$ cat config.mk
export PLATFORM = sky130hd
export DESIGN_NAME = hilo_multiplier
export DESIGN_NICKNAME = d
export VERILOG_FILES = /design/src/rtl/hilo_multiplier.sv
export SDC_FILE = /design/constraint.sdc
export NUM_CORES = 1
export LEC_CHECK = 0
export CAP_MARGIN = 20
export CORE_ASPECT_RATIO = 0.7
export CORE_MARGIN = 2
export CORE_UTILIZATION = 61
export CTS_CLUSTER_SIZE = 10
export DETAILED_ROUTE_END_ITERATION = 8
export PLACE_DENSITY_LB_ADDON = 0.05
export SYNTH_ARGS = -nofsm -noshare
export SYNTH_HDL_FRONTEND = slang
export SYNTH_SLANG_ARGS = --single-unit
$ cat constraint.sdc
create_clock -name clock -period 0.8 [get_ports clock]
set_input_delay 0.16 -clock clock [delete_from_list [all_inputs] [get_ports clock]]
set_output_delay 0.16 -clock clock [all_outputs]
set_load 0.01 [all_outputs]
$ cat src/rtl/hilo_multiplier.sv
// hilo_multiplier: unsigned WIDTH x WIDTH multiplier with a single registered
// stage. The 2*WIDTH-bit product is returned as two WIDTH-bit halves.
//
// Ports:
//   clock  - rising-edge clock
//   reset  - asynchronous active-low reset; clears the product register
//   io_A   - multiplicand, unsigned
//   io_B   - multiplier, unsigned
//   io_Hi  - product bits [2*WIDTH-1:WIDTH], registered
//   io_Lo  - product bits [WIDTH-1:0], registered
module hilo_multiplier #(
  parameter int unsigned WIDTH = 16
) (
  input  logic             clock,
  input  logic             reset,
  input  logic [WIDTH-1:0] io_A,
  input  logic [WIDTH-1:0] io_B,
  output logic [WIDTH-1:0] io_Hi,
  output logic [WIDTH-1:0] io_Lo
);

  localparam int unsigned PW = 2 * WIDTH;

  logic [PW-1:0] prod_c;
  logic [PW-1:0] prod_q;

  // Partial products folded into a sum/carry pair one row at a time with
  // 3:2 compressors, then resolved by a single carry-propagate add. Carries
  // shifted out of the top bit are always zero because A*B < 2^PW.
  function automatic logic [PW-1:0] csa_product(input logic [WIDTH-1:0] a,
                                                input logic [WIDTH-1:0] b);
    logic [PW-1:0] row;
    logic [PW-1:0] sum_v;
    logic [PW-1:0] carry_v;
    logic [PW-1:0] sum_n;
    sum_v   = PW'(a & {WIDTH{b[0]}});
    carry_v = '0;
    for (int unsigned i = 1; i < WIDTH; i++) begin
      row     = PW'(a & {WIDTH{b[i]}}) << i;
      sum_n   = sum_v ^ carry_v ^ row;
      carry_v = ((sum_v & carry_v) | (sum_v & row) | (carry_v & row)) << 1;
      sum_v   = sum_n;
    end
    return sum_v + carry_v;
  endfunction

  // Combinational multiplier array between the ports and the register.
  always_comb begin
    prod_c = csa_product(io_A, io_B);
  end

  // Product register.
  always_ff @(posedge clock or negedge reset) begin
    if (!reset) begin
      prod_q <= '0;
    end else begin
      prod_q <= prod_c;
    end
  end

  assign io_Hi = prod_q[PW-1:WIDTH];
  assign io_Lo = prod_q[WIDTH-1:0];

endmodule

# Yosys cells after proc, flatten, opt, wreduce, memory -nomap -nowiden
# Index checks and enable logic that the tools add are counted.
# op_classes
n_addsub,1
n_mul,0
n_div,0
magnitude_cmp,0
n_eq_ne,0
shift,0
n_mux,0
bitwise,116
reduce_logical,0
# ops
operator,count
$and 16x16->16,16
$and 31x31->31,6
$or 31x31->31,6
$xor 32x32->32,3
$and 28x29->29,2
$and 27x28->28,2
$or 28x28->28,2
$and 26x27->27,2
$or 27x27->27,2
$and 25x26->26,2
$or 26x26->26,2
$and 24x25->25,2
$or 25x25->25,2
$and 23x24->24,2
$or 24x24->24,2
$and 22x23->23,2
$or 23x23->23,2
$and 21x22->22,2
$or 22x22->22,2
$and 20x21->21,2
$or 21x21->21,2
$and 19x20->20,2
$or 20x20->20,2
$and 18x19->19,2
43 further kinds,46
# totals
register_bits,32
latchBits,0
ramBits,0
romBits,0
in_bits,34
output_inout_bits,32
word_cells,118
n_memories,0

# Logic depth before layout (Yosys ltp)
# depth
word_depth,45
mapped_depth,27
mapped_depth_nobuf,26

# Worst setup path after synthesis
# No wires, ideal clock.
# synth_path
kind,input-to-reg
start,in io_B[2]
end,reg prod_q[30]
setup_ns,0.124
arrival_ns,8.765
t_required_ns,0.676
path_slack_ns,-8.088
path_stages,26
path_cell_list,clkbuf_1 -> clkbuf_1 -> nand2_1 -> fa_1 -> fa_1 -> fa_1 -> fa_1 -> fa_1 -> fa_1 -> fa_1 -> fa_1 -> fa_1 -> fa_1 -> fa_1 -> fa_1 -> fa_1 -> fa_1 -> inv_1 -> ha_1 -> inv_1 -> fa_1 -> nor2b_4 -> o31a_1 -> o21a_1 -> o2111a_1 -> a211o_1
# synth_via
elab_chain_cells,44
# synth_lines
item,line,source
from (decl),17,"input logic [WIDTH-1:0] io_B,"
$and 16x16->16 (*),39,row = PW'(a & {WIDTH{b[i]}}) << i;
$and 17x18->18,41,carry_v = ((sum_v & carry_v) | (sum_v & row) | (carry_v & row)) << 1;
$or 18x18->18 (2 in series),41,
$and 18x19->19,41,
$or 19x19->19 (2 in series),41,
$and 19x20->20,41,
$or 20x20->20 (2 in series),41,
$and 20x21->21,41,
[... 23 more ...],--,
$and 28x29->29,41,
$or 31x31->31 (2 in series),41,
$and 31x31->31,41,
$or 31x31->31 (2 in series),41,
$and 31x31->31,41,
$or 31x31->31 (2 in series),41,
$add 32x32->32 (*),44,return sum_v + carry_v;
named net prod_c[30],24,logic [PW-1:0] prod_c;
to (signal assigned),57,prod_q <= prod_c;
to (decl),25,logic [PW-1:0] prod_q;
# The timed path passes the listed nets; every way through them passes the cells marked *.

# Final worst setup path
# layout_path
start,in io_B[0]
end,reg prod_q[28]
# layout_via
elab_chain_cells,45
# layout_lines
item,line,source
$and 16x16->16 (*),36,sum_v = PW'(a & {WIDTH{b[0]}});
$xor 16x17->17 or $and 16x17->17 (tied branches),"40, 41",
$and 17x18->18,41,
$or 18x18->18 (2 in series),41,
$and 18x19->19,41,
$or 19x19->19 (2 in series),41,
$and 19x20->20,41,
$or 20x20->20 (2 in series),41,
[... 24 more ...],--,
$and 28x29->29,41,
$or 31x31->31 (2 in series),41,
$and 31x31->31,41,
$or 31x31->31 (2 in series),41,
$and 31x31->31,41,
$or 31x31->31 (2 in series),41,
$add 32x32->32 (*),44,
named net prod_c[28],24,
# Marked as above.

==> summary.txt <==
Floorplanning
  • Die Area: 13180 um2
  • Core Footprint: 11850 um2
  • Num rows: 33
  • Die width: 136.4 um
  • Initial Util: 63.12%
  • I/O Pins: 66
  • Die height: 96.65 um

Clocking
  • H-tree depth: 2
  • CTS buffer count: 5
  • Buffer depth of the longest clock path: 2
  • CTS Sinks: 32
  • Clock-pin slew on the worst setup and hold paths: 0.05 ns
  • CTS tree: yes
  • Clk root buf: clkbuf_16

Synthesis
  • Register area share after synthesis: 10.71%
  • Post-Synth XOR/XNOR Area: 0.9368%
  • Synthesized area: 7480 um2
  • Area fraction of the dominant cell type after synthesis: 56.47%
  • Post-synth top area cell: fa_1
  • Post-synthesis mux area share: 0%
  • Top_reg_cell synth: dfrtp_1
  • Warnings, synthesis: 0
  • Largest family of logic cells by synthesized area: adder cells
  • Synth Area in Compound Gates: 3.613%
  • Syn Inst Count: 743
  • Syn_nets: 1018
  • FF+latch count, synth: 32
  • Synth area leaders: fa_1, nand2_1, dfrtp_1, ha_1, inv_1
  • Async set-reset flop share out of synthesis: 100.0%
  • Most instantiated library cell after synthesis: nand2_1
  • Netlist cell types: 38
  • Post-synthesis simple-gate area fraction: 17.03%
  • Synth top cells by count: nand2_1, fa_1, inv_1
  • Syn Area/Cell: 10.07 um2
  • Post-synth EDFFs: 0
  • Post-synthesis adder-cell area fraction: 61.49%

GRT
  • Grt total ovfl: 0
  • Pin count of the biggest net entering global routing: 33
  • Vias in the first global route: 6157
  • First-pass GRT wire length: 27710 um
  • Total track usage: 26.27%
  • Antenna violations before repair: 0

STA
  • Slew Viols, Final: 0
  • Crit path time final: 8.860 ns
  • Slew @ Worst Pin: 0.3553 ns
  • Fmax: 0.1129 GHz
  • Final period util: 1108%
  • Final setup fails: 62
  • RSZ-0062 raised after global routing: true
  • Fin. Hold Viols: 0
  • Final setup margin: -8.060 ns
  • Max_slew headroom: 76.19%

Cells and area
  • Area grow syn2layout: 28.35%
  • Number of flip-flops in the largest register: 32
  • Fin nets: 1143
  • Largest reg by FF count: prod_q
  • Ant. Diodes: 0
  • Layout cells sized above 1: 35.67%
  • Final core utilization: 81.02%
  • Top flop regs: prod_q (32)

Worst hold path
  • Hold WC Path Type: in2async

Worst setup path
  • Setup crit end: prod_q[28]
  • CP startpoint: io_B[0]
  • Crit Path Max Fanout: 7
  • Levels on crit path: 27
  • Critical path capture point type: flop
  • Crit path max-delay family: adder cells
  • Most Frequent Cell on Critical Path: fa_2
  • Critical Path Source Type: primary input
  • CP Data Arrival Time: 9.03 ns
  • CP peak stage delay: 0.57 ns
  • WS Path Type: in2reg
  • CP max stage cell: fa_2
  • Worst EP required: 0.97 ns
  • Worst Path Buf+Inv: 4

Route
  • 1st-pass router iterations: 7
  • DRC: 0
  • Vias per Instance: 5.443
  • Initial DRC count: 262
  • Antenna Violating Nets Remaining: 0
  • Routed WL: 16690 um
  • Vias: 5585
  • DR WL/cell: 16.27 um

Placement
  • Post-place setup slack: -8.773 ns
  • DP HPWL: 12750 um
  • GPL Wtd Cong: 0.8413
  • IO buf count: 65

Run
  • Max capacitance violation total: 0

Outcome
  • Status: finished with violations
  • Failing checks: negative setup slack
layout make-up:
cell class	count	area, um2
Multi-Input combinational cell	587	6746
Fill cell	637	2250
Clock inverter	2	35.03
Timing Repair Buffer	165	1404
Clock buffer	6	128.9
Inverter	77	289.0
Sequential cell	32	800.8
Tap cell	157	196.4
cell families after synthesis:
| kind of cell | after synthesis |
|---|---|
| AND/OR/NAND/NOR | 299 |
| AO/OA/AOI/OAI | 39 |
| flip-flops | 32 |
| buffers and inverters | 124 |
| XOR/XNOR | 8 |
| adder cells (fa/ha/maj) | 241 |
worst min-delay path by stage:
stage	start	end	slack, ns
after floorplan	reset	prod_q[0]	-0.14
after detailed placement	reset	prod_q[14]	0.55
after CTS	reset	prod_q[8]	0.25
after global routing	reset	prod_q[14]	0.27
final	reset	prod_q[13]	0.25
after global placement	reset	prod_q[17]	0.55
per-layer routing:
metal / track usage [%] / routed length, um / up-vias
met5: 0 / 0 / -
met4: 6.410 / 329 / 0
met3: 3.145 / 839 / 32
met2: 46.08 / 8860 / 179
met1: 35.18 / 6660 / 2904
li1: - / - / 2470
what timing repair did:
action / CTS / global route
pin swaps: 43 / 46
hold buffers: 0 / 0
resized for setup: 316 / 54
hold endpoints to repair: 0 / 0
setup endpoints to repair: 64 / 62
buffers inserted: 5 / 7
per-stage QoR:
step	std cells	setup TNS (ns)	cell area (um2)	hold WS, ns
6_report	1026	-177.77	9600	0.2506
5_1_grt	1026	-181.91	9600	0.2722
4_1_cts	1023	-177.91	9374	0.2530
3_3_place_gp	1010	-197.05	9007	0.5471
2_1_floorplan	743	-168.40	7571	-0.1356
3_5_place_dp	1010	-201.35	9007	0.5502
cell usage in the layout, fill, tap and decap left out, drive strengths merged, types with 4 or more instances in the layout:
master         count
a21oi             12
and2              34
buf              145
clkbuf             6
clkdlybuf4s50     14
dfrtp             32
fa               211
ha                30
inv               77
nand2            230
nor2              12
nor2b              6
nor3               4
o21ai              9
xnor2              4
xor2               4
Power is not shown: default switching activity piles up to over one toggle a cycle in this logic, so the estimate is an artifact.
